**src/rtl/ace_pkg.sv**
```systemverilog
// ACE snoop channel types shared by snoop requesters and responders.
package ace_pkg;

  localparam int unsigned AceAddrWidth = 64;
  localparam int unsigned AceDataWidth = 64;

  typedef logic [3:0] acsnoop_t;

  localparam acsnoop_t SnpReadOnce           = 4'b0000;
  localparam acsnoop_t SnpReadShared         = 4'b0001;
  localparam acsnoop_t SnpReadClean          = 4'b0010;
  localparam acsnoop_t SnpReadNotSharedDirty = 4'b0011;
  localparam acsnoop_t SnpReadUnique         = 4'b0111;
  localparam acsnoop_t SnpCleanShared        = 4'b1000;
  localparam acsnoop_t SnpCleanInvalid       = 4'b1001;
  localparam acsnoop_t SnpMakeInvalid        = 4'b1101;

  typedef logic [4:0] crresp_t;

  typedef struct packed {
    logic [AceAddrWidth-1:0] addr;
    acsnoop_t                snoop;
  } ac_chan_t;

  typedef struct packed {
    logic [AceDataWidth-1:0] data;
    logic                    last;
  } cd_chan_t;

  typedef struct packed {
    ac_chan_t ac;
    logic     ac_valid;
    logic     cr_ready;
    logic     cd_ready;
  } ace_snoop_req_t;

  typedef struct packed {
    logic     ac_ready;
    logic     cr_valid;
    crresp_t  cr_resp;
    logic     cd_valid;
    cd_chan_t cd;
  } ace_snoop_resp_t;

endpackage

```
**src/rtl/ccu_pkg.sv**
```systemverilog
// Coherence types: cache line states, CR bit positions and the snoop decision record.
package ccu_pkg;

  typedef enum logic {
    INVALID      = 1'b0,
    SHARED_CLEAN = 1'b1
  } cache_state_t;

  localparam int unsigned CrDataTransfer = 0;
  localparam int unsigned CrError        = 1;
  localparam int unsigned CrPassDirty    = 2;
  localparam int unsigned CrIsShared     = 3;
  localparam int unsigned CrWasUnique    = 4;

  typedef struct packed {
    logic         dt;
    logic         pd;
    logic         is_shared;
    logic         was_unique;
    logic         do_update;
    cache_state_t new_state;
  } snoop_decision_t;

endpackage

```
**src/rtl/ace_snoop_resp_decoder.sv**
```systemverilog
// Maps a snoop type plus the looked-up line state to the CR fields and the state change.
module ace_snoop_resp_decoder
  import ace_pkg::*;
  import ccu_pkg::*;
(
  input  acsnoop_t        acsnoop_i,
  input  logic            hit_i,
  input  logic            dirty_i,
  input  logic            shared_i,
  output snoop_decision_t decision_o
);

  // Misses and unknown snoop types answer with an all-zero response and leave the line alone
  always_comb begin
    decision_o           = '0;
    decision_o.new_state = INVALID;
    if (hit_i) begin
      case (acsnoop_i)
        SnpReadOnce: begin
          decision_o.dt         = 1'b1;
          decision_o.is_shared  = 1'b1;
          decision_o.was_unique = !shared_i;
        end
        SnpReadShared, SnpReadClean, SnpReadNotSharedDirty: begin
          decision_o.dt         = 1'b1;
          decision_o.is_shared  = 1'b1;
          decision_o.pd         = dirty_i;
          decision_o.was_unique = !shared_i;
          decision_o.do_update  = 1'b1;
          decision_o.new_state  = SHARED_CLEAN;
        end
        SnpReadUnique: begin
          decision_o.dt         = 1'b1;
          decision_o.pd         = dirty_i;
          decision_o.was_unique = !shared_i;
          decision_o.do_update  = 1'b1;
          decision_o.new_state  = INVALID;
        end
        SnpCleanInvalid: begin
          decision_o.dt         = dirty_i;
          decision_o.pd         = dirty_i;
          decision_o.was_unique = !shared_i;
          decision_o.do_update  = 1'b1;
          decision_o.new_state  = INVALID;
        end
        SnpCleanShared: begin
          // A clean line is already in the right state, so only dirty lines get rewritten
          decision_o.dt         = dirty_i;
          decision_o.pd         = dirty_i;
          decision_o.is_shared  = 1'b1;
          decision_o.was_unique = !shared_i;
          decision_o.do_update  = dirty_i;
          decision_o.new_state  = SHARED_CLEAN;
        end
        SnpMakeInvalid: begin
          decision_o.was_unique = !shared_i;
          decision_o.do_update  = 1'b1;
          decision_o.new_state  = INVALID;
        end
        default: ;
      endcase
    end
  end

endmodule

```
**src/rtl/ace_snoop_responder.sv**
```systemverilog
// Cache-side ACE snoop responder: one AC request at a time, cache lookup, state update,
// CR response and optional CD line transfer.
module ace_snoop_responder
  import ace_pkg::*;
  import ccu_pkg::*;
#(
  parameter int unsigned DcacheLineWidth = 128,
  parameter int unsigned AxiDataWidth    = 64,
  parameter int unsigned AxiAddrWidth    = 64,
  parameter type         snoop_req_t     = ace_pkg::ace_snoop_req_t,
  parameter type         snoop_resp_t    = ace_pkg::ace_snoop_resp_t
) (
  input  logic                       clk_i,
  input  logic                       rst_ni,
  input  snoop_req_t                 snoop_req_i,
  output snoop_resp_t                snoop_resp_o,
  output logic                       lookup_req_o,
  output logic [AxiAddrWidth-1:0]    lookup_addr_o,
  input  logic                       lookup_gnt_i,
  input  logic                       lookup_valid_i,
  input  logic                       hit_i,
  input  logic                       dirty_i,
  input  logic                       shared_i,
  input  logic [DcacheLineWidth-1:0] line_i,
  output logic                       update_valid_o,
  output cache_state_t               update_state_o,
  input  logic                       update_ready_i
);

  localparam int unsigned Beats   = DcacheLineWidth / AxiDataWidth;
  localparam int unsigned BeatW   = (Beats > 1) ? $clog2(Beats) : 1;
  localparam int unsigned OffW    = $clog2(DcacheLineWidth / 8);
  localparam logic [BeatW-1:0] LastBeat = BeatW'(Beats - 1);

  typedef enum logic [2:0] {StIdle, StLookup, StWait, StUpdate, StResp} state_e;

  state_e                                r_state;
  state_e                                w_state_next;
  logic                                  r_ac_ready;
  logic [AxiAddrWidth-1:0]               r_addr;
  acsnoop_t                              r_snoop;
  logic [DcacheLineWidth-1:0]            r_line;
  snoop_decision_t                       r_decision;
  logic                                  r_cr_done;
  logic                                  r_cd_done;
  logic [BeatW-1:0]                      r_beat;

  snoop_decision_t                       w_decision;
  logic [AxiAddrWidth-1:0]               w_addr_aligned;
  logic [Beats-1:0][AxiDataWidth-1:0]    w_line_beats;
  crresp_t                               w_cr_resp;
  logic                                  w_ac_fire;
  logic                                  w_cr_valid;
  logic                                  w_cd_valid;
  logic                                  w_cr_fire;
  logic                                  w_cd_fire;
  logic                                  w_cd_last;
  logic                                  w_cr_complete;
  logic                                  w_cd_complete;
  logic                                  w_unused_offset;

  ace_snoop_resp_decoder u_decoder (
    .acsnoop_i  (r_snoop),
    .hit_i      (hit_i),
    .dirty_i    (dirty_i),
    .shared_i   (shared_i),
    .decision_o (w_decision)
  );

  assign w_addr_aligned  = {snoop_req_i.ac.addr[AxiAddrWidth-1:OffW], {OffW{1'b0}}};
  assign w_unused_offset = ^snoop_req_i.ac.addr[OffW-1:0];
  assign w_line_beats    = r_line;

  assign w_ac_fire  = snoop_req_i.ac_valid && r_ac_ready;
  assign w_cr_valid = (r_state == StResp) && !r_cr_done;
  assign w_cd_valid = (r_state == StResp) && r_decision.dt && !r_cd_done;
  assign w_cr_fire  = w_cr_valid && snoop_req_i.cr_ready;
  assign w_cd_fire  = w_cd_valid && snoop_req_i.cd_ready;
  assign w_cd_last  = (r_beat == LastBeat);

  // Each channel counts as finished once its final handshake is seen, in any order
  assign w_cr_complete = r_cr_done || w_cr_fire;
  assign w_cd_complete = !r_decision.dt || r_cd_done || (w_cd_fire && w_cd_last);

  // CR response word assembled from the latched decision
  always_comb begin
    w_cr_resp                 = '0;
    w_cr_resp[CrDataTransfer] = r_decision.dt;
    w_cr_resp[CrError]        = 1'b0;
    w_cr_resp[CrPassDirty]    = r_decision.pd;
    w_cr_resp[CrIsShared]     = r_decision.is_shared;
    w_cr_resp[CrWasUnique]    = r_decision.was_unique;
  end

  // State register
  always_ff @(posedge clk_i) begin
    if (!rst_ni) begin
      r_state <= StIdle;
    end else begin
      r_state <= w_state_next;
    end
  end

  // Next-state logic and cache-side handshake outputs
  always_comb begin
    w_state_next   = r_state;
    lookup_req_o   = 1'b0;
    update_valid_o = 1'b0;
    unique case (r_state)
      StIdle: begin
        if (w_ac_fire) w_state_next = StLookup;
      end
      StLookup: begin
        lookup_req_o = 1'b1;
        if (lookup_gnt_i) w_state_next = StWait;
      end
      StWait: begin
        if (lookup_valid_i) w_state_next = w_decision.do_update ? StUpdate : StResp;
      end
      StUpdate: begin
        update_valid_o = 1'b1;
        if (update_ready_i) w_state_next = StResp;
      end
      StResp: begin
        if (w_cr_complete && w_cd_complete) w_state_next = StIdle;
      end
      default: w_state_next = StIdle;
    endcase
  end

  assign lookup_addr_o  = r_addr;
  assign update_state_o = r_decision.new_state;

  // Snoop channel outputs; CD payload only moves on a CD handshake so it stays stable
  always_comb begin
    snoop_resp_o          = '0;
    snoop_resp_o.ac_ready = r_ac_ready;
    snoop_resp_o.cr_valid = w_cr_valid;
    snoop_resp_o.cr_resp  = w_cr_resp;
    snoop_resp_o.cd_valid = w_cd_valid;
    snoop_resp_o.cd.data  = w_line_beats[r_beat];
    snoop_resp_o.cd.last  = w_cd_last;
  end

  // Request/lookup capture, channel completion flags and the CD beat counter
  always_ff @(posedge clk_i) begin
    if (!rst_ni) begin
      r_ac_ready <= 1'b0;
      r_addr     <= '0;
      r_snoop    <= '0;
      r_line     <= '0;
      r_decision <= '0;
      r_cr_done  <= 1'b0;
      r_cd_done  <= 1'b0;
      r_beat     <= '0;
    end else begin
      r_ac_ready <= (w_state_next == StIdle);
      if (w_ac_fire) begin
        r_addr  <= w_addr_aligned;
        r_snoop <= snoop_req_i.ac.snoop;
      end
      if ((r_state == StWait) && lookup_valid_i) begin
        r_line     <= line_i;
        r_decision <= w_decision;
      end
      if (r_state == StIdle) begin
        r_cr_done <= 1'b0;
        r_cd_done <= 1'b0;
        r_beat    <= '0;
      end else begin
        if (w_cr_fire) r_cr_done <= 1'b1;
        if (w_cd_fire) begin
          r_beat <= w_cd_last ? '0 : r_beat + BeatW'(1);
          if (w_cd_last) r_cd_done <= 1'b1;
        end
      end
    end
  end

endmodule
```
**config.mk**
```make
export PLATFORM = sky130hd
export DESIGN_NAME = ace_snoop_responder
export DESIGN_NICKNAME = d
export VERILOG_FILES = /design/src/rtl/ace_pkg.sv /design/src/rtl/ccu_pkg.sv /design/src/rtl/ace_snoop_resp_decoder.sv /design/src/rtl/ace_snoop_responder.sv
export SDC_FILE = /design/constraint.sdc
export NUM_CORES = 1
export LEC_CHECK = 0
export ABC_CLOCK_PERIOD_IN_PS = 1400
export CAP_MARGIN = 20
export CELL_PAD_IN_SITES_DETAIL_PLACEMENT = 1
export CELL_PAD_IN_SITES_GLOBAL_PLACEMENT = 2
export CORE_MARGIN = 8
export CORE_UTILIZATION = 22
export CTS_CLUSTER_SIZE = 16
export DETAILED_ROUTE_END_ITERATION = 16
export HOLD_SLACK_MARGIN = 0.03
export PLACE_DENSITY = 0.87
export SLEW_MARGIN = 20
export SYNTH_ARGS = -nofsm -noshare
export SYNTH_HDL_FRONTEND = slang
export SYNTH_HIERARCHICAL = 1
export SYNTH_SLANG_ARGS = --single-unit
```
**constraint.sdc**
```tcl
create_clock -name clk_i -period 1.4 [get_ports clk_i]
set_input_delay 0.21 -clock clk_i [delete_from_list [all_inputs] [get_ports clk_i]]
set_output_delay 0.21 -clock clk_i [all_outputs]
set_load 0.02 [all_outputs]
```
Yosys cells after proc, flatten, opt, wreduce, memory -nomap -nowiden
Cells that the tools add are included.
Storage, ports and cells
  output and inout port bits: 140
  register bits: 204
  bits of input ports: 207
  word-level logic and storage cells: 73
Operators by class
  bitwise gates (word level): 1
  eq/ne operators: 11
  add/sub/neg operators: 1
  mux-type cells: 18
  reductions and logical operators: 28
  magnitude comparators: 1
Operator list (number)
  $mux W64: 2
  $mux W3: 6
  $pmux W3 S5: 1
  $eq A4 B4 Y1 const B: 3
  $reduce_or A5 Y1: 2
  $logic_and A1 B1 Y1: 9
  $eq A4 B2 Y1 const B: 2
  $reduce_or A8 Y1: 1
  $eq A3 B2 Y1 const B: 2
  $logic_not A3 Y1: 2
  $mux W1: 6
  $mux W6: 1
  $pmux W2 S3: 1
  $reduce_or A3 Y1: 2
  $reduce_or A6 Y1: 1
  $eq A4 B1 Y1 const B: 1
  $eq A4 B3 Y1 const B: 1
  $logic_not A1 Y1: 4
  $logic_not A4 Y1: 1
  $reduce_or A2 Y1: 2
  $eq A3 B1 Y1 const B: 1
  $eq A3 B3 Y1 const B: 1
  $logic_or A1 B1 Y1: 3
  $lt A1 B2 Y1 const B: 1
  4 further kinds: 4

Longest topological paths before layout
Gate-level depths: netlist of run 1.
  depth after elaboration: 10
  mapped depth: 7
  gate-level depth less buffers: 7

By module
The synthesis of run 1 kept the hierarchy.
By module, submodules not included
  ace_snoop_responder: area each 8389.3 um2, cells an instance 981, sequential area each 4083.9 um2, instances 1
  ace_snoop_resp_decoder: area each 133.9 um2, cells an instance 22, sequential area each 0.0 um2, instances 1

Worst setup path after synthesis of run 1
No wires, ideal clock.
  kind: register to register
  start point: register r_state[0]
  end point: register r_ac_ready
  library setup time: 0.127 ns
  cell stages (with the launch flop): 6
  required time: 1.273 ns
  path buffers: 1
  arrival time: 1.522 ns
  clock period less this slack: 1.649 ns
  path slack: -0.249 ns
  cells stage by stage: dfxtp_1 -> buf_2 -> inv_1 -> nor3b_1 -> a221oi_1 -> nor4bb_1
Between the ends
  cells in the longest elaborated chain, start to end: 10
  elaborated cells between the ends (all ways): 21
  classes of those cells: eq/ne (4); mux (6); reduce/logical (11)
RTL lines
  from (decl): line ace_snoop_responder.sv:37  | state_e r_state;
  from (signal assigned): line ace_snoop_responder.sv:98  | r_state <= StIdle;
  from (signal assigned): line ace_snoop_responder.sv:100  | r_state <= w_state_next;
  $eq A3 B3 Y1: line ace_snoop_responder.sv:75, ace_snoop_responder.sv:76, ace_snoop_responder.sv:109
  $logic_and A1 B1 Y1 (2 in a row): line ace_snoop_responder.sv:76  | assign w_cd_valid = (r_state == StResp) && r_decision.dt && !r_cd_done;
  $logic_and A1 B1 Y1: line ace_snoop_responder.sv:78  | assign w_cd_fire = w_cd_valid && snoop_req_i.cd_ready;
  $logic_and A1 B1 Y1: line ace_snoop_responder.sv:83  | assign w_cd_complete = !r_decision.dt || r_cd_done || (w_cd_fire && w_cd_last);
  $logic_or A1 B1 Y1: line ace_snoop_responder.sv:83
  $logic_and A1 B1 Y1: line ace_snoop_responder.sv:125  | if (w_cr_complete && w_cd_complete) w_state_next = StIdle;
  $mux W3: line ace_snoop_responder.sv:125
  $pmux W3 S5 (*): line ace_snoop_responder.sv:109  | unique case (r_state)
  $logic_not A3 Y1 (*): line ace_snoop_responder.sv:157  | r_ac_ready <= (w_state_next == StIdle);
  to (signal assigned): line ace_snoop_responder.sv:157
  to (decl): line ace_snoop_responder.sv:39  | logic r_ac_ready;
Every way passes the cells marked *; elsewhere a longest branch is shown, timed or not.
A chain may end at the register's enable or synchronous reset.

==> results of run 1 <==
==> power groups by stage <==
stage	Combinational [uW]	Sequential (uW)	Clock, uW
5_1_grt	2440	6120	7440
2_1_floorplan	634	6340	0
4_1_cts	2110	6100	7170
3_5_place_dp	1990	6220	0
3_3_place_gp	1970	6210	0
6_report	2280	6100	6980
==> cell usage after synthesis (all sizes together) <==
cell type / n / area, um2
a21o: 1 / 7.51
o31ai: 1 / 7.51
o21bai: 1 / 7.51
conb: 1 / 3.75
nor4bb: 1 / 10.0
buf: 34 / 186
o21ai: 3 / 15.0
dfxtp: 204 / 4080
nand2: 399 / 1500
a211oi: 3 / 27.5
nand4bb: 1 / 11.3
nor2b: 7 / 43.8
mux2: 64 / 721
a221oi: 1 / 8.76
nor3b: 3 / 22.5
a21oi: 6 / 33.8
nor2: 5 / 18.8
a21boi: 197 / 1480
nand2b: 2 / 12.5
o21a: 2 / 15.0
o311ai: 1 / 8.76
nand4: 1 / 6.26
xor2: 1 / 8.76
and2: 4 / 25.0
clkbuf: 49 / 184
inv: 3 / 11.3
o2bb2ai: 1 / 8.76
o211ai: 1 / 7.51
nand3: 1 / 5.00
nor3: 3 / 15.0
nor4b: 1 / 23.8
a31oi: 1 / 6.26
==> metrics by stage <==
stage | TNS, ns | power [uW]
6_report | -64.11 | 15400
4_1_cts | -70.59 | 15400
2_1_floorplan | -1.68 | 6980
3_5_place_dp | -85.35 | 8210
3_3_place_gp | -72.02 | 8180
5_1_grt | -79.09 | 16000
==> final timing paths <==
path                                    endpoint  slack [ns]  cells after the start        from
worst max-delay path            snoop_resp_o[35]       -0.58                      5      r_beat
worst min register to register        r_line[38]        0.45                      2  r_line[38]
worst min-delay path                   r_line[8]        0.22                      3   line_i[8]
worst max register to register        r_line[64]       -0.35                      9  r_state[0]
==> layer usage <==
layer	track usage, %	up-vias	share of wire, %
li1	-	4074	-
met1	17.2	4204	39
met2	25.9	259	51
met3	5.74	50	8.2
met4	3.97	4	2.1
met5	0	-	0.065
==> cells in the final DEF (no fill, tap or decap), types with 4 or more instances in the layout <==
cell,netlist,routed
clkdlybuf4s15_2,0,30
nand2_2,0,16
nor2_1,5,5
clkbuf_16,0,36
clkbuf_1,49,6
a21boi_0,127,64
dfxtp_4,0,5
nand2_1,399,310
a21boi_1,70,75
buf_16,0,10
buf_6,0,80
nand2_4,0,73
conb_1,1,5
mux2_4,0,52
buf_8,0,8
dfxtp_1,204,196
a21boi_2,0,58
clkdlybuf4s50_1,0,201
buf_4,9,39
mux2_2,64,12
clkbuf_8,0,6
buf_12,0,30
buf_2,20,39
nor2b_1,7,4
==> repair_timing <==
action,CTS,global route
endpoints found under the hold margin,1,0
setup endpoints to repair,263,243
hold buffers,1,0
buffers inserted,19,18
pin swaps,23,160
cloned,13,11
gates resized for setup,700,366
==> flip-flops by register name (all words and copies together), names as in the netlist <==
| signal | count |
|---|---|
| r_line | 128 |
| lookup_addr_o | 60 |
| r_snoop | 4 |
| snoop_resp_o | 4 |
| r_state | 3 |
| r_ac_ready | 1 |
| r_beat | 1 |
| r_cd_done | 1 |
| r_cr_done | 1 |
| update_state_o | 1 |
==> logic make-up after synthesis <==
logic type | after synthesis | share of synthesized area, %
simple gates | 428 | 19.8
compound gates | 219 | 19.2
flops | 204 | 47.9
buf+inv | 86 | 4.48
mux | 64 | 8.46
xor+xnor | 1 | 0.103
other cells | 1 | 0.0440
==> area by class of cell <==
| cell class | count | area [um2] | area share, % |
|---|---|---|---|
| sequential | 204 | 4110 | 25.9 |
| antenna | 3 | 7.51 | 0.0473 |
| multi-input combinational | 717 | 5230 | 33.0 |
| clock inverter | 5 | 103 | 0.647 |
| timing repair buffer | 447 | 4970 | 31.3 |
| inverter | 3 | 13.8 | 0.0868 |
| clock buffer | 39 | 781 | 4.92 |
| tap | 518 | 648 | 4.09 |
==> critical path: stages, from the launching register on <==
cell and delay, ns:
dfxtp_4 0.36, buf_12 0.13, buf_8 0.12, clkbuf_16 0.16, mux2_4 0.32, buf_6 0.14
==> impl_results.md, run 1 <==
- Antenna violations before repair: 5
- Leak Pwr: about 0.0063 uW
- Buffers on Ports: roughly 340
- Ratio of cells with drive above 1 in the final layout: about 37%
- Post-Place Cell Area: 12800 um2
- Die height: 213 um
- HPWL after DPL: 24400 um
- Clock Skews: between 0.01 and 0.015 ns
- Worst-path fanout max: 5
- Critical path type: flop to output pin
- Fin. Hold Viols: 0
- Post-route ant nets: 0
- Routed length per placed instance: roughly 20 um
- Max Clk Rate: ~500 MHz
- Fin. max-slew vios: 0
- Period utilisation layout: 142%
- Gpl congestion: 0.765
- Nets: 1606
- Area Growth Syn to Fin: 86.1%
- Cells after Synth: ~1.0k
- DRC viols: 0
- Clock Sink Count: around 200
- YS warnings: 6
- Clock buffer depth: 3
- FF+latch count, synth: between 200 and 250
- Sequential share of power: roughly 40%
- Setup violators final: 204
- Core Area: approximately 38000 um2
- CP required: between 1 and 1.5 ns
- Pint: approximately 12000 uW
- Vias per cell: approximately 4.4
- Die X: 213 um
- Syn avg cell area: between 8 and 9 um2
- Mapped Area: between 8000 and 9000 um2
- Place WS: -0.650 ns
- Root Driver: clkbuf_16
- Hold/Removal Path Class: input pin to flop
- Clock group share of total power: 45.4%
- Die area: approximately 45000 um2
- Peak VDD IR: ~720 uV
- Crit. End Element: output pin
- First-pass GRT wire length: 53200 um
- Failing checks: setup timing
- Worst-path clk slew: 0.06 ns
- Arrival time at the worst endpoint: 1.77 ns
- Non-Filler Instances: roughly 1.9k
- Post-route minimum period: between 1.5 and 2 ns
- Startpoint types: flop
- Net Sw Frac: 24.7%
- Fin Hold WS: 0.223 ns
- GR Overflow Total: 0
- Setup ws final: -0.581 ns
- Status: finished, violations left
- Drt first pass iters: 6
- H-tree depth: 1
- CTS tree: built
- Unique masters post-synth: 38
- Final instance area: 15900 um2
- Detailed Route Iter0 Violations: around 260
- DRT Wirelength: around 39000 um
- Clock Latency Late Sink: between 0.5 and 0.6 ns
- Overall Global Routing Usage: between 10% and 20%
- Largest net degree at the start of global routing: 68
- Max Cap Viol: 0
- TritonCTS buffer count: 26
- Fin util: 41.2%
- Filler cells: roughly 4.3k
- Switching Power: between 3000 and 4000 uW
- Ports: between 300 and 400
- Placed insts: between 1.5k and 2k
- Sequential area share after synthesis: around 48%
- PD cells: between 900 and 1000 nW/um2
- Number of global-route vias before repair: between 8k and 9k
- Comb power frac: roughly 15%
- Via count: between 8k and 9k
- Standard-cell rows: slightly above 70
- RSZ-0062 raised after global routing: yes
- Starting Density: between 20 and 25%
Power figures use the tool's default switching activity.
==> inputs of run 2 (changes only) <==
--- a/config.mk
+++ b/config.mk
@@ -15,7 +15,7 @@
 export DETAILED_ROUTE_END_ITERATION = 16
 export HOLD_SLACK_MARGIN = 0.03
 export PLACE_DENSITY = 0.87
-export SLEW_MARGIN = 20
+export SLEW_MARGIN = 0
 export SYNTH_ARGS = -nofsm -noshare
 export SYNTH_HDL_FRONTEND = slang
 export SYNTH_HIERARCHICAL = 1
==> results of run 2 <==
Final layout, timing and power as in run 1 (identical DEF).
==> inputs of run 3 (changes only) <==
--- a/config.mk
+++ b/config.mk
@@ -15,6 +15,7 @@
 export DETAILED_ROUTE_END_ITERATION = 16
 export HOLD_SLACK_MARGIN = 0.03
 export PLACE_DENSITY = 0.87
+export SKIP_CTS_REPAIR_TIMING = 1
 export SLEW_MARGIN = 0
 export SYNTH_ARGS = -nofsm -noshare
 export SYNTH_HDL_FRONTEND = slang
==> run 3 against run 2 <==
Non-clock buffer count shrank 15. Register-to-register slack hardly changed. Largest cell class unchanged. Count of clock-buffer cells in the layout is the same. Utilization fell by 1.4 points. The flow still finishes with violations (setup timing). Setup slack better by 0.051 ns. Fmax up 2.6%. Cell area is 3.4% lower. Via count shrank 2.3%. Clock power barely moved.
==> impl_results.md, run 3 (same netlist as run 1, synthesis figures left out) <==
- Status: finished, violations left
- Failing checks: setup timing
- Worst path cell trace: buf_12 > clkbuf_16 > mux2_2 > buf_6
- Post-route ant nets: 0
- Fin. max-slew vios: 0
- Die height: around 210 um
- Crit-path max cell delay: ~0.42 ns
- Via count: 8391
- First-pass GRT wire length: slightly below 50000 um
- H-tree depth: 1
- Crit path buf inv count: 3
- Nets: between 1.5k and 2k
- RSZ-0062 raised after global routing: yes
- Clock buffer depth: 3
- Standard-cell rows: between 70 and 80
- Filler cells: around 4.3k
- Post-route minimum period: just under 2 ns
- Detailed Route Iter0 Violations: ~190
- HPWL after DPL: ~24000 um
- Root Driver: clkbuf_16
- Buffers on Ports: 337
- Clock Latency Late Sink: 0.53 ns
- Die X: roughly 210 um
- Peak VDD IR: 716 uV
- Arrival time at the worst endpoint: approximately 1.7 ns
- Commonest non-fill, non-tap cells in the layout: nand2_1, clkdlybuf4s50_1, dfxtp_1
- CTS tree: built
- Ratio of cells with drive above 1 in the final layout: a little under a third
- Clock Sink Count: around 200
- Die area: roughly 45000 um2
- Place WS: -0.650 ns
- Antenna violations before repair: 5
- Core Area: 38500 um2
- Critical-path top delay cell: dfxtp_4
- Max reg flops: roughly 130
- Setup violators final: slightly above 200
- Crit-path leading delay family: buffers and inverters
- Vias per cell: around 4.4
- Critical path type: flop to output pin
- Overall Global Routing Usage: 13.8%
- Clock Skews: approximately 0.012 ns
- Worst-path fanout max: 7
- Routed length per placed instance: 19.3 um
- DRC viols: 0
- Ports: ~350
- DRT Wirelength: 37100 um
- TritonCTS buffer count: 26
- CP required: between 1 and 1.5 ns
- Worst-path clk slew: roughly 0.060 ns
- Largest register by flop count: r_line
- GR Overflow Total: 0
- Gpl congestion: about 0.76
- Fin. Hold Viols: 0
- PD cells: 1000 nW/um2
- Area Growth Syn to Fin: 79.7%
- Leak Pwr: 0.00688 uW
- Starting Density: between 20% and 30%
- Largest net degree at the start of global routing: between 60 and 70
- Setup ws final: -0.530 ns
- Commonest non-fill, non-tap cell in the layout: nand2_1
- Period utilisation layout: 138%
- Max Clk Rate: between 500 and 600 MHz
- Crit. End Element: output pin
- Drt first pass iters: 4
- Max Cap Viol: 0
- Startpoint types: flop
- Number of global-route vias before repair: between 8k and 9k
- Fin Hold WS: between 0.2 and 0.25 ns
- Hold/Removal Path Class: input pin to flop
[run 3: changes by cell type in the layout (fill, tap and decap cells not counted), sizes merged]
cell	delta
dlymetal6s2s	+53
diode	-1
buf	-73
clkdlybuf4s15	-30
clkbuf	+35
[run 3: final timing paths]
| check | start | end | slack [ns] | depth (start not counted) |
|---|---|---|---|---|
| worst min-delay path | line_i[124] | r_line[124] | 0.23 | 3 |
| worst max register to register | r_state[0] | r_line[32] | -0.35 | 9 |
| worst max-delay path | r_beat | snoop_resp_o[60] | -0.53 | 4 |
| worst min register to register | r_line[38] | r_line[38] | 0.45 | 2 |
[run 3: per-stage QoR]
stage | utilization (%) | TNS (ns) | power [uW] | area (um2) | cells
floorplan | - | -1.68 | 6980 | 8550 | 1007
finish | 39.8 | -65.02 | 15300 | 15300 | 1920
detailed placement | 33.3 | -85.35 | 8210 | 12800 | 1834
CTS | 35.6 | -91.21 | 15300 | 13700 | 1878
global route | 39.8 | -77.93 | 15900 | 15300 | 1920
global placement | 33.3 | -72.02 | 8180 | 12800 | 1834
[run 3: report_power, final]
group	internal [uW]	switching [uW]
logic	1200	1030
registers	5990	108
clock network	4360	2620
[run 3: routing by layer]
metal	track usage (%)	wire [um]	vias to the layer above
met4	3.62	837	4
met3	5.71	3220	58
li1	-	-	4042
met1	16.2	14900	4022
met2	23.0	18100	265
met5	0	25	-
[run 3: layout make-up]
class,count,area [um2],area share (%)
diodes,2,5.00,0.0327
well taps,518,648,4.23
flip-flops and latches,204,4100,26.8
repair buffers,432,4690,30.6
inverters,3,16.3,0.106
multi-input cells,717,4970,32.5
clock inverters,5,103,0.670
clock buffers,39,781,5.10
[run 3: tightest hold or removal path: cells and delay by family]
kind	cells	cell delay, ns
AOI/OAI and AO/OA	1	0.05
buffers and inverters	1	0.40
and+or+nand+nor	1	0.06
